<file path="src/rtl/mac_pkg.sv">
// Shared definitions for the four-element dot-product MAC: state encoding,
// element count and default operand/accumulator widths.
package mac_pkg;

  localparam int N_ELEM    = 4;
  localparam int DEF_WIDTH = 8;

  // Four full-scale products need two extra bits beyond one 2*W product.
  function automatic int acc_width(input int w);
    return 2 * w + 2;
  endfunction

  localparam int DEF_ACC_W = acc_width(DEF_WIDTH);

  typedef enum logic [1:0] {
    IDLE = 2'd0,
    MAC  = 2'd1,
    DONE = 2'd2
  } state_t;

endpackage

</file>
<file path="src/rtl/mul_unit.sv">
// Combinational unsigned WIDTH x WIDTH multiplier producing a full 2*WIDTH
// product; shared by the MAC datapath.
module mul_unit #(
  parameter int WIDTH = 8
) (
  input  logic [WIDTH-1:0]   a,
  input  logic [WIDTH-1:0]   b,
  output logic [2*WIDTH-1:0] p
);

  assign p = {{WIDTH{1'b0}}, a} * {{WIDTH{1'b0}}, b};

endmodule

</file>
<file path="src/rtl/mac_dot4.sv">
// Four-element unsigned dot product computed serially through one shared
// multiplier: capture on start, four MAC cycles, one-cycle done pulse.
module mac_dot4
  import mac_pkg::*;
#(
  parameter int WIDTH = DEF_WIDTH,
  parameter int ACC_W = acc_width(WIDTH)
) (
  input  logic             clk,
  input  logic             rst,
  input  logic             start,
  input  logic [WIDTH-1:0] a0,
  input  logic [WIDTH-1:0] a1,
  input  logic [WIDTH-1:0] a2,
  input  logic [WIDTH-1:0] a3,
  input  logic [WIDTH-1:0] b0,
  input  logic [WIDTH-1:0] b1,
  input  logic [WIDTH-1:0] b2,
  input  logic [WIDTH-1:0] b3,
  output logic             busy,
  output logic             done,
  output logic [ACC_W-1:0] result
);

  localparam int IDX_W = $clog2(N_ELEM);
  localparam logic [IDX_W-1:0] LAST_IDX = IDX_W'(N_ELEM - 1);

  state_t               state;
  logic [IDX_W-1:0]     idx;
  logic [ACC_W-1:0]     acc;
  logic [ACC_W-1:0]     acc_sum;
  logic [2*WIDTH-1:0]   prod;
  logic [WIDTH-1:0]     a_in [N_ELEM];
  logic [WIDTH-1:0]     b_in [N_ELEM];
  logic [WIDTH-1:0]     a_q  [N_ELEM];
  logic [WIDTH-1:0]     b_q  [N_ELEM];

  assign a_in = '{a0, a1, a2, a3};
  assign b_in = '{b0, b1, b2, b3};

  // The single multiplier sees only the captured pair selected by idx.
  mul_unit #(.WIDTH(WIDTH)) u_mul (
    .a (a_q[idx]),
    .b (b_q[idx]),
    .p (prod)
  );

  assign acc_sum = acc + ACC_W'(prod);

  // NOTE: state registers use non-blocking assignments so every update in this
  // block sees pre-edge values, e.g. result takes acc_sum built from the old acc.
  always_ff @(posedge clk) begin
    if (rst) begin
      state  <= IDLE;
      idx    <= '0;
      acc    <= '0;
      result <= '0;
      done   <= 1'b0;
      busy   <= 1'b0;
      // NOTE: the operand bank is a handful of flops, not a RAM, so clearing it
      // on reset is cheap and keeps post-reset state fully defined.
      a_q    <= '{default: '0};
      b_q    <= '{default: '0};
    end else begin
      done <= 1'b0;
      unique case (state)
        IDLE: begin
          if (start) begin
            a_q   <= a_in;
            b_q   <= b_in;
            acc   <= '0;
            idx   <= '0;
            busy  <= 1'b1;
            state <= MAC;
          end
        end
        MAC: begin
          acc <= acc_sum;
          idx <= idx + 1'b1;
          if (idx == LAST_IDX) begin
            result <= acc_sum;
            done   <= 1'b1;
            state  <= DONE;
          end
        end
        DONE: begin
          busy  <= 1'b0;
          state <= IDLE;
        end
        default: begin
          busy  <= 1'b0;
          state <= IDLE;
        end
      endcase
    end
  end

endmodule
</file>
<file path="config.mk">
export PLATFORM = sky130hd
export DESIGN_NAME = mac_dot4
export DESIGN_NICKNAME = d
export VERILOG_FILES = /design/src/rtl/mac_pkg.sv /design/src/rtl/mul_unit.sv /design/src/rtl/mac_dot4.sv
export SDC_FILE = /design/constraint.sdc
export NUM_CORES = 1
export LEC_CHECK = 0
export CORE_MARGIN = 2
export CORE_UTILIZATION = 32
export CTS_BUF_LIST = sky130_fd_sc_hd__clkbuf_16
export CTS_CLUSTER_SIZE = 28
export DETAILED_ROUTE_END_ITERATION = 16
export SLEW_MARGIN = 10
export SYNTH_ARGS = -nofsm -noshare
export SYNTH_HDL_FRONTEND = slang
export SYNTH_SLANG_ARGS = --single-unit
</file>
<file path="constraint.sdc">
create_clock -name clk -period 16.3 [get_ports clk]
set_input_delay 1.63 -clock clk [delete_from_list [all_inputs] [get_ports clk]]
set_output_delay 1.63 -clock clk [all_outputs]
set_load 0.01 [all_outputs]
</file>
==> results of run 1 <==
## cell usage after synthesis, types with 3 or more instances
cell	count
fa_1	50
or4_1	4
mux2i_1	3
mux4_2	16
buf_1	10
buf_2	12
nand2_1	190
a21oi_1	90
o211ai_1	5
xor2_1	5
clkbuf_1	18
o21ai_0	5
a22o_1	7
a22oi_1	7
nand4_1	7
nor3_1	3
ha_1	41
a21o_1	3
xnor2_1	8
inv_1	101
nand3_1	15
nor2_1	25
dfxtp_1	106
and2_1	37
o21ai_1	5
## final cells by class
type                    count  area share (%)
clock buffers               9            2.74
clock inverters             7            1.03
inverters                 101            4.61
multi-input cells         558            50.8
flip-flops and latches    106            25.8
well taps                 275            4.18
repair buffers             91            10.9
## routing by layer
layer | share of wire, % | wire [um] | vias to the layer above
met3 | 2.8 | 456 | 18
met2 | 47 | 7760 | 86
met1 | 48 | 7950 | 2581
met5 | 0 | 0 | -
li1 | - | - | 2742
met4 | 1.7 | 285 | 0
## kinds of logic after synthesis
family	synth area share [%]
fa+ha+maj	22.1
xor+xnor	1.99
buf+inv	8.13
flops	31.0
simple gates	18.7
mux	5.70
compound gates	12.4
## stage by stage
step	power (mW)	setup slack [ns]	cell area, um^2
after floorplan	0.345	11.10	6850
final	0.599	10.54	8230
after detailed placement	0.382	10.51	7920
after CTS	0.606	10.48	8230
after global placement	0.381	10.51	7920
after global routing	0.629	10.21	8230
## flip-flops by register name, summed over array words and instances, names as in the netlist
| name | cells |
|---|---|
| result | 18 |
| done | 1 |
| idx | 2 |
| busy | 1 |
| a_q | 32 |
| state | 2 |
| acc | 18 |
| b_q | 32 |
## report_power, final
group          switching [mW]  internal (mW)
sequential            0.00833          0.270
clock                   0.115          0.110
combinational          0.0543         0.0421
total                   0.177          0.422
## path summary, 6_finish.rpt
check | startpoint | to | slack [ns]
setup / recovery | idx[0] | acc[11] | 10.54
hold reg to reg | a_q[30] | a_q[30] | 0.46
hold / removal | a_q[30] | a_q[30] | 0.46
setup reg to reg | idx[0] | acc[11] | 10.54
## critical path: cells and delay by family (launching register included)
family,cells,cell delay [ns]
buf+inv,2,0.09
compound gates,4,0.90
mux,1,0.70
simple gates,2,0.39
flops,1,0.99
xor+xnor,1,0.27
fa+ha+maj,5,2.24
==> results_dict.tcl, run 1 <==
set metrics [dict create \
    status "finished, final reports clean" \
    multi_input_area_um2 4180 \
    antenna_found_initial 0 \
    worst-endpoint-arrival_ns 5.96 \
    rr_worst_depth 15 \
    synthFlopType "dfxtp_1" \
    dieArea_um2 22600 \
    fin_crit_ns 5.76 \
    cts_resized 0 \
    stdcell_count 1147 \
    hold_path_class "reg2reg" \
    syn_to_final_growth_pct 20.1 \
    vdd_drop_max_uv 51.9 \
    clockBufferDepth 2 \
    drt_iter0_markers 248 \
    cts_htree_levels 3 \
    fill_cells 2160 \
    grtUsageMet2_pct 24.3 \
    finClkSkew_ns 0.0112 \
    grt_first_pass_wirelength_um 26800 \
    vias_per_cell 4.73 \
    worst_ep_required_time_ns 16.51 \
    synth-seq-cells 106 \
    die_h_um 150 \
    syn_area_um2 6850 \
    vias 5427 \
    dr.pass1.iters 4 \
    ys_warn_count 0 \
    insertion_delay_ns 0.36 \
    synth_area_leaders "dfxtp_1 (31%), fa_1 (15%), nand2_1 (10%)" \
    finalHoldViolCount 0 \
    seq_area_frac_synth_pct 31.0 \
    whs_path_depth 2 \
    syn_avg_cell_area_um2 8.49 \
    antenna_left 0 \
    cts_hold_buf 0 \
    power.density_nw_per_um2 72.8 \
    synth_top_area_cell "dfxtp_1" \
    final_common_cell "nand2_1" \
    nNetsFinal 1025 \
    mostFrequentLayoutCells "nand2_1 (190), dfxtp_1 (106), inv_1 (101), a21oi_1 (90), clkdlybuf4s50_1 (85)" \
    max_freq_mhz 174 \
    yosysUniqueCellTypes 51 \
    ioPinCount 87 \
    critPathKind "reg2reg" \
    cts_tree "built" \
    wl_um 16500 \
    syn_nets 965 \
    place_congestion 0.876 \
    cp-end-kind "register" \
    rows 53 \
    cts_sinks 106 \
    grt_start_max_net_pins 94 \
    crit_path_start_kind "register" \
    worst_pin_slew_ns 1.01 \
    placed_cells 1131 \
    cts_buffers 9 \
    cp_slowest_cell "dfxtp_1" \
    path_max_fanout 19 \
    cp_common_cell "fa_1" \
    cpPeakStageDelay_ns 0.99 \
    grt_use_met1_pct 20.2 \
    slew_headroom_pct 32.9 \
    clkTransAtPathRegs_ns 0.08 \
    p_leak_nw 3.46 \
    busiest_layer "met2" \
    ctsRootBufferMaster "clkbuf_16" \
    slew_viol_final 0 \
    synth_edf_count 0 \
    final_util_pct 39.1 \
    cap_violations 0 \
    dieWidth_um 150 \
    antennaDiodeCount 0 \
    fp.coreArea_um2 21000 \
    gr-usage-met3_pct 2.73 \
    fin_tns_setup_ns 0 \
    overflow 0 \
    async_reset_ff_share_pct 0 \
    cp_cell_sequence "mux4_2, and2_1, fa_1, fa_1, inv_1, fa_1, fa_1, inv_1, ha_1, a211oi_2, o21bai_2, a2111oi_1, or3_1, xor2_1, o31ai_1" \
    synth_top_area_share_pct 31.0 \
    drive_above_1_share_pct 5.39 \
    grt_pass1_vias 5388 \
    grt_util_all_layers_pct 14.9 \
    synthCells 807 \
    seq_area_um2 2120 \
    drcViolationCount 0 \
    wl_per_cell_um 14.3 \
    initial_core_util_pct 32.6 \
    rsz0062_at_grt "no" \
    postCtsSetupBuffers 0 \
    whs_ns 0.456 \
    setup_viol 0 \
    hpwl_um 12400 \
    fin_crit_sh_pct 35.3 \
    io_buffers 86 \
]
No activity file was read; power rests on OpenSTA's default activity.
==> run 2, diff against run 1 <==
==> constraint.sdc (replaced) <==
create_clock -name clk -period 5.97 [get_ports clk]
set_input_delay 0.597 -clock clk [delete_from_list [all_inputs] [get_ports clk]]
set_output_delay 0.597 -clock clk [all_outputs]
set_load 0.01 [all_outputs]
==> run 2 against run 1 <==
Against the previous run: via count hardly changed; combinational power grew to 2.8 times the previous value; fmax is 6.8% higher; critical path type unchanged; cell area is 0.61% higher; largest cell class unchanged; sequential power grew to 2.7 times the previous value.
==> results_dict.tcl, run 2 (same netlist as run 1, synthesis figures left out) <==
set metrics [dict create \
    fin_tns_setup_ns 0 \
    max_freq_mhz 186 \
    top_regs "a_q (32), b_q (32)" \
    dieArea_um2 22600 \
    wl_per_cell_um 14.1 \
    cts_buffers 9 \
    fill_cells 2134 \
    combPwrFrac_pct 16.1 \
    whs_ns 0.455 \
    antennaDiodeCount 0 \
    fin_crit_sh_pct 90.3 \
    switching_share_pct 28.6 \
    overflow 0 \
    worst_pin_slew_ns 0.926 \
    rows 53 \
    r2r_slack_ns 0.58 \
    cts_tree "built" \
    clkTransAtPathRegs_ns 0.08 \
    wl_um 16200 \
    io_buffers 86 \
    cts_resized 0 \
    drive_above_1_share_pct 5.71 \
    worst-endpoint-arrival_ns 5.64 \
    power_frac_seq_pct 45.0 \
    ctsRootBufferMaster "clkbuf_16" \
    multi_input_area_um2 4180 \
    whs_path_depth 2 \
    pre_cts_slack_ns 0.539 \
    grt_pass1_vias 5410 \
    rr_worst_depth 15 \
    hold_start "result[4]" \
    cap_violations 0 \
    mostFrequentLayoutCells "nand2_1 (190), dfxtp_1 (106), inv_1 (101), a21oi_1 (90), clkdlybuf4s50_1 (85)" \
    antenna_found_initial 0 \
    cpPeakStageDelay_ns 0.68 \
    final_common_cell "nand2_1" \
    worst_ep_required_time_ns 6.22 \
    hold_end "result[4]" \
    cp_common_cell "fa_1" \
    finClkSkew_ns 0.0126 \
    dr.pass1.iters 4 \
    intPower_mw 1.20 \
    grt_first_pass_wirelength_um 26500 \
    grt_util_all_layers_pct 14.8 \
    die_h_um 150 \
    p_leak_nw 3.49 \
    cts_htree_levels 3 \
    power.density_nw_per_um2 203 \
    postCtsSetupBuffers 0 \
    clockBufferDepth 2 \
    ioPinCount 87 \
    cts_sinks 106 \
    seq_area_um2 2120 \
    status "finished, final reports clean" \
    cp_slowest_cell "dfxtp_1" \
    vias_per_cell 4.72 \
    reg2reg_from "idx[1]" \
    place_congestion 0.848 \
    syn_to_final_growth_pct 20.8 \
    nNetsFinal 1028 \
    drt_iter0_markers 242 \
    r2r-end "acc[14]" \
    setup_ws_ns 0.582 \
    slew_viol_final 0 \
    dieWidth_um 150 \
    insertion_delay_ns 0.36 \
    fin_crit_ns 5.39 \
    clkPwrFrac_pct 38.9 \
    drcViolationCount 0 \
    antenna_left 0 \
    cts_hold_buf 0 \
    rsz0062_at_grt "no" \
    cp_cell_sequence "mux4_2, and2_1, fa_1, fa_1, inv_1, fa_1, fa_1, inv_1, ha_1, a21oi_1, o21ai_1, a221o_1, a31oi_2, xnor2_1, a22o_1" \
    vias 5432 \
    finalHoldViolCount 0 \
    power_mw 1.68 \
    setup_viol 0 \
    fp.coreArea_um2 21000 \
    cp-end-kind "register" \
    slew_headroom_pct 38.3 \
    initial_core_util_pct 32.6 \
    switching_power_mw 0.480 \
    critPathKind "reg2reg" \
    crit_path_start_kind "register" \
    path_max_fanout 10 \
    grt_start_max_net_pins 89 \
    hold_path_class "reg2reg" \
    vdd_drop_max_uv 131 \
    hpwl_um 12500 \
]
-- run 2: critical path: cells and delay by family (launching register included) --
family,cells,cell delay (ns)
buffers and inverters,2,0.10
AOI/OAI and AO/OA,5,1.01
adders and majority gates,5,2.50
and+or+nand+nor,1,0.22
muxes,1,0.68
xor gates and xnor gates,1,0.09
DFF,1,0.68
-- run 2: area by class of cell --
class                           count  share of cell area [%]
Sequential cell                   106                    25.6
Tap cell                          275                    4.16
Timing Repair Buffer               94                    11.1
Multi-Input combinational cell    558                    50.4
Clock inverter                      7                    1.36
Clock buffer                        9                    2.72
Inverter                          101                    4.58
-- run 2: per-stage QoR --
step	area, um^2	utilization [%]	std cells
detailed placement	7940	37.8	1134
CTS	8280	39.4	1150
floorplan	6850	-	807
global route	8280	39.4	1150
global placement	7940	37.8	1134
finish	8280	39.4	1150
-- run 2: worst max path at each step --
stage / startpoint / endpoint / slack, ns / cells past startpoint
detailed placement: idx[1] / acc[14] / 0.54 / 16
global placement: idx[1] / acc[11] / 0.59 / 16
floorplan: idx[0] / acc[14] / 0.77 / 17
CTS: idx[1] / acc[14] / 0.55 / 16
finish: idx[1] / acc[14] / 0.58 / 15
global route: idx[1] / result[17] / 0.25 / 16
-- run 2: routing by layer --
layer	vias up	wire length, um	global-route usage, %
met1	2568	7350	18.9
met5	-	0	0
met4	0	236	4.29
met2	95	7920	25.6
met3	14	650	2.79
li1	2755	-	-
-- run 2: power groups by stage --
stage,Sequential [mW],Combinational (mW),Clock (mW)
finish,0.755,0.269,0.652
detailed placement,0.772,0.273,0
global placement,0.771,0.270,0
floorplan,0.765,0.178,0
CTS,0.755,0.273,0.665
global route,0.759,0.304,0.697
